### config.mk
export PLATFORM = sky130hd
export DESIGN_NAME = sw_logic_led_unit
export DESIGN_NICKNAME = d
export VERILOG_FILES = /design/src/rtl/sw_logic_led_unit.sv
export SDC_FILE = /design/constraint.sdc
export NUM_CORES = 1
export LEC_CHECK = 0
export ABC_AREA = 1
export CAP_MARGIN = 20
export CORE_MARGIN = 4
export CORE_UTILIZATION = 45
export DETAILED_ROUTE_END_ITERATION = 12
export PLACE_DENSITY = 0.6
export RECOVER_POWER = 50
export SLEW_MARGIN = 0
export SYNTH_ARGS = -nofsm -noshare
export SYNTH_HDL_FRONTEND = slang
export SYNTH_SLANG_ARGS = --single-unit
export TNS_END_PERCENT = 30
### constraint.sdc
create_clock -name clk -period 2.1 [get_ports clk]
set_clock_uncertainty 0.15 [all_clocks]
set_input_delay 0.315 -clock clk [delete_from_list [all_inputs] [get_ports clk]]
set_output_delay 0.315 -clock clk [all_outputs]
set_load 0.005 [all_outputs]
### src/rtl/sw_logic_led_unit.sv
// Switch-to-LED logic unit: debounced operands, button-stepped bitwise op, registered LEDs.
// Optional macro SW_LOGIC_LED_MODEFLASH_EN: led briefly shows the new mode code after each change.
module sw_logic_led_unit #(
  parameter int W            = 4,
  parameter int DEB_CYCLES   = 1000000,
  parameter int FLASH_CYCLES = 50000000
) (
  input  logic           clk,
  input  logic           rst_n,
  input  logic [2*W-1:0] sw,
  input  logic           btn_mode,
  output logic [W-1:0]   led,
  output logic [2:0]     mode_led,
  output logic           mode_chg
);

  localparam int N  = 2 * W + 1;
  localparam int CW = $clog2(DEB_CYCLES + 1);

  typedef enum logic [2:0] {
    MODE_PASS = 3'd0,
    MODE_NOT  = 3'd1,
    MODE_OR   = 3'd2,
    MODE_AND  = 3'd3,
    MODE_XOR  = 3'd4,
    MODE_NAND = 3'd5
  } mode_t;

  logic [N-1:0]  raw;
  logic [N-1:0]  sync1;
  logic [N-1:0]  sync2;
  logic [N-1:0]  db;
  logic [CW-1:0] cnt [N];

  logic [W-1:0]  a_db;
  logic [W-1:0]  b_db;
  logic          btn_db;
  logic          btn_q;
  logic          btn_rise;

  mode_t         mode_q;
  mode_t         mode_d;
  logic [W-1:0]  result;
  logic [W-1:0]  led_d;

  assign raw = {btn_mode, sw};

  // NOTE: the per-bit counters are plain flops, so they sit in the async reset
  // like any other state; a pending debounce must not survive reset.
  always_ff @(posedge clk or negedge rst_n) begin
    if (!rst_n) begin
      sync1 <= '0;
      sync2 <= '0;
      db    <= '0;
      for (int i = 0; i < N; i++) cnt[i] <= '0;
    end else begin
      // NOTE: non-blocking assignments make the two sync stages shift as real flops.
      sync1 <= raw;
      sync2 <= sync1;
      for (int i = 0; i < N; i++) begin
        if (sync2[i] == db[i]) begin
          cnt[i] <= '0;
        end else if (cnt[i] == CW'(DEB_CYCLES - 1)) begin
          db[i]  <= ~db[i];
          cnt[i] <= '0;
        end else begin
          cnt[i] <= cnt[i] + CW'(1);
        end
      end
    end
  end

  assign a_db     = db[W-1:0];
  assign b_db     = db[2*W-1:W];
  assign btn_db   = db[2*W];
  assign btn_rise = btn_db & ~btn_q;

  always_ff @(posedge clk or negedge rst_n) begin
    if (!rst_n) begin
      btn_q    <= 1'b0;
      mode_q   <= MODE_PASS;
      mode_chg <= 1'b0;
    end else begin
      btn_q    <= btn_db;
      mode_q   <= mode_d;
      mode_chg <= btn_rise;
    end
  end

  // NOTE: mode_d gets its default before the case, so no path leaves it unassigned (no latch).
  always_comb begin
    mode_d = mode_q;
    if (btn_rise) begin
      case (mode_q)
        MODE_PASS: mode_d = MODE_NOT;
        MODE_NOT:  mode_d = MODE_OR;
        MODE_OR:   mode_d = MODE_AND;
        MODE_AND:  mode_d = MODE_XOR;
        MODE_XOR:  mode_d = MODE_NAND;
        default:   mode_d = MODE_PASS;  // NAND wraps; stray codes 6/7 recover to PASS
      endcase
    end
  end

  always_comb begin
    result = a_db;
    case (mode_q)
      MODE_NOT:  result = ~a_db;
      MODE_OR:   result = a_db | b_db;
      MODE_AND:  result = a_db & b_db;
      MODE_XOR:  result = a_db ^ b_db;
      MODE_NAND: result = ~(a_db & b_db);
      default:   result = a_db;
    endcase
  end

`ifdef SW_LOGIC_LED_MODEFLASH_EN
  localparam int FW = $clog2(FLASH_CYCLES + 1);
  logic [FW-1:0] flash_cnt;

  // Loaded on the same edge the mode register updates, so the code shows for FLASH_CYCLES led updates.
  always_ff @(posedge clk or negedge rst_n) begin
    if (!rst_n) begin
      flash_cnt <= '0;
    end else if (btn_rise) begin
      flash_cnt <= FW'(FLASH_CYCLES);
    end else if (flash_cnt != '0) begin
      flash_cnt <= flash_cnt - FW'(1);
    end
  end

  assign led_d = (flash_cnt != '0) ? W'(mode_q) : result;
`else
  logic unused_flash;
  assign unused_flash = (FLASH_CYCLES != 0);
  assign led_d        = result;
`endif

  always_ff @(posedge clk or negedge rst_n) begin
    if (!rst_n) begin
      led <= '0;
    end else begin
      led <= led_d;
    end
  end

  assign mode_led = mode_q;

endmodule
==> results.toml <==
[status]
run_status = "completed"

[yosys]
synth.distinct_cells = 29
synth_warnings = 0
synth_flop_cell = "dfrtp_1"
netlist.top_cell.by_area = "dfrtp_1"
yosysSeqAreaShare = 0.4609
syn_avg_cell_area_sq_um = 7.870
ys_seq_elements = 216
async_flop_share = 1.000
syn-num-nets = 1518
yosys.area.top_type_share = 0.4609
synthTopCellsByArea = "dfrtp_1 (46%), nor2_1 (12%), nand2_1 (8.1%)"
syn_area_sq_um = 11730
synth_edf_count = 0
syn_inst = 1490

[placed_design]
dpl.cell_count = 1836
gp_congestion = 0.8654
portBuffers = 18
place_hpwl_mm = 17.54

[critical_path]
timing.rr.end = "cnt[169]$_DFF_PN0_"
path_delay_family = "buffers and inverters"
critPathBufInv = 1
r2r_start = "cnt[160]$_DFF_PN0_"
worst-path-max-fanout = 6
cp-start-kind = "flop"
r2r_slack_ps = 470
cp.required_ps = 1630
endpoint_kind = "output pin"
path_cells = "clkdlybuf4s50_1"
worst-setup-path-type = "reg2out"
r2r_cells = 6
cp.arrival_ps = 1550
worst_path_largest_cell_delay_ps = 550
crit_slowest_cell = "clkdlybuf4s50_1"

[timing]
max-slew-margin-rel = 0.1136
setup_viol = 0
fin_crit_sh = 0.9577
finalSetupTns_ps = 0
fmax_ghz = 0.4972
finalCriticalPeriod_ps = 2011
rsz0062_at_grt = "false"
timing.hold.ws_ps = 186.9
finalHoldViolCount = 0
worst_slew_pin_slew_ps = 1330
final-max-slew-violation-count = 0

[clock_network]
cts_buffer_depth = 3
cts_tree = "yes"
clkLatencyLatePin_ps = 530
cts-buffers-inserted = 26
h-tree-depth = 1
cts_sinks = 216
cts_resized = 0
cts-root-buf = "clkbuf_16"
clk_pin_slew_ps = 60
cts_setup_buffers = 0

[grt]
overflow = 0
grt_pass1_vias = 8800
grt_max_degree = 58
grtUsageMet2 = 0.2726
grt_antenna_before_repair = 0
grt_use_met1 = 0.2507
grtUsageTotal = 0.1703
grtUsageMet3 = 0.02516
grt.busiest_layer = "met2"
grt_pass1_wl_mm = 42.04

[final_layout]
instances_no_fill = 1883
antenna-diode-count = 0
drive_above_1_share = 0.09208
syn2layout_area_growth_pct = 12.76
fillers = 2471
layout_commonest_cell = "nor2_1"
fin_nets = 1563
mostFrequentLayoutCells = "nor2_1 (378), nand2_1 (252), dfrtp_1 (216), nand3_1 (157), inv_1 (139)"

[routing]
drtIter0Drc = 650
drt_wl_total_mm = 23.85
drt_pre_antenna_iters = 6
antenna_left = 0
drc = 0
vias_per_cell = 4.959
wl_per_cell_um = 12.67
num_vias = 9337

[min_path]
hold_path.startpoint = "sw[6]"
hold_path.class = "in2reg"
hold_path_end = "sync1[6]$_DFF_PN0_"
hold_depth = 1

[die]
die_width_um = 169.4
io_pins = 19
start_util = 0.4617
die_h_um = 169.4
core_sq_um = 25400
die_area_sq_um = 28700
rows = 58

[power]
p_per_area_nw_per_um2 = 684.3
clkPwrFrac = 0.498
pwr-share-seq = 0.472
swShare = 0.2160
peakVddDrop_mv = 0.9455
p_sw_mw = 1.954
internal_power_mw = 7.093
p_comb_frac = 0.030
p_leak_nw = 5.423

[flow_run]
max-cap-violations = 0
[power by group through the flow]
| stage | combinational, mW | sequential, mW | clock (mW) |
|---|---|---|---|
| floorplan | 0.137 | 4.33 | 0 |
| global placement | 0.289 | 4.34 | 0 |
| detailed placement | 0.293 | 4.35 | 0 |
| CTS | 0.297 | 4.27 | 4.64 |
| global route | 0.325 | 4.28 | 4.84 |
| finish | 0.272 | 4.27 | 4.51 |
[worst max-delay path by stage]
stage / startpoint / endpoint / slack (ps) / depth (start not counted)
floorplan: cnt[60]$_DFF_PN0_ / cnt[72]$_DFF_PN0_ / 640 / 8
global placement: cnt[160]$_DFF_PN0_ / cnt[169]$_DFF_PN0_ / 510 / 6
detailed placement: cnt[60]$_DFF_PN0_ / cnt[78]$_DFF_PN0_ / 460 / 6
CTS: mode_led[2]$_DFFE_PN0P_ / mode_led[2] / 30 / 1
global route: mode_led[2]$_DFFE_PN0P_ / mode_led[2] / 0.7 / 1
finish: mode_led[2]$_DFFE_PN0P_ / mode_led[2] / 90 / 1
[timing repair]
action | in CTS | in global routing
setup endpoints to repair | 0 | 0
hold buffers | 1 | 0
hold endpoints to repair | 153 | 0
[synthesized netlist by cell type, types with 7 or more instances]
cell type    n
nand2_1    252
xor2_1      65
nand3_1    157
xnor2_1     40
nor2_2      27
a21oi_1     22
nand3b_1     9
nand3_2     17
nand4_1     30
o21bai_1     7
nor3_1      16
nor2_1     378
buf_2        9
o21ai_0     16
ha_1        17
o21ai_1      8
nand2_2     26
nor2_4      15
inv_1      139
dfrtp_1    216
[state kept, by name, indices dropped and copies added (netlist names)]
name and count:
sync1 9, mode_chg 1, btn_q 1, mode_led 3
led 4, db 9, sync2 9, cnt 180
[stage by stage]
step	setup slack, ps	utilization	power (mW)	cell area, sq um
after floorplan	639.1	-	4.471	11730
after global placement	507.2	0.4870	4.632	12370
after detailed placement	464.2	0.4870	4.639	12370
after CTS	32.32	0.5217	9.206	13250
after global routing	0.6638	0.5206	9.439	13220
final	88.86	0.5206	9.048	13220
[cell families (layout without fill, tap and decap cells)]
group,after synthesis,in the layout,share of synthesized area
AND/OR/NAND/NOR,938,938,0.3622
buffers and inverters,153,216,0.04994
AO/OA/AOI/OAI,59,59,0.02753
XOR/XNOR,107,107,0.08120
adder cells (fa/ha/maj),17,17,0.01814
flip-flops,216,216,0.4609
[routing by layer]
layer,share of wire,routed length [um]
met1,0.50,12010
met2,0.45,10760
met3,0.030,725
met4,0.015,357
met5,0,0
[layout make-up]
class	count	area [sq um]	share of cell area
Clock inverter	10	143.9	0.01088
Multi-Input combinational cell	1121	5736	0.4338
Tap cell	330	412.9	0.03123
Timing Repair Buffer	26	256.5	0.01940
Inverter	144	540.5	0.04088
Sequential cell	216	5405	0.4088
Clock buffer	36	728.2	0.05507
(Power assumes the default switching activity.)
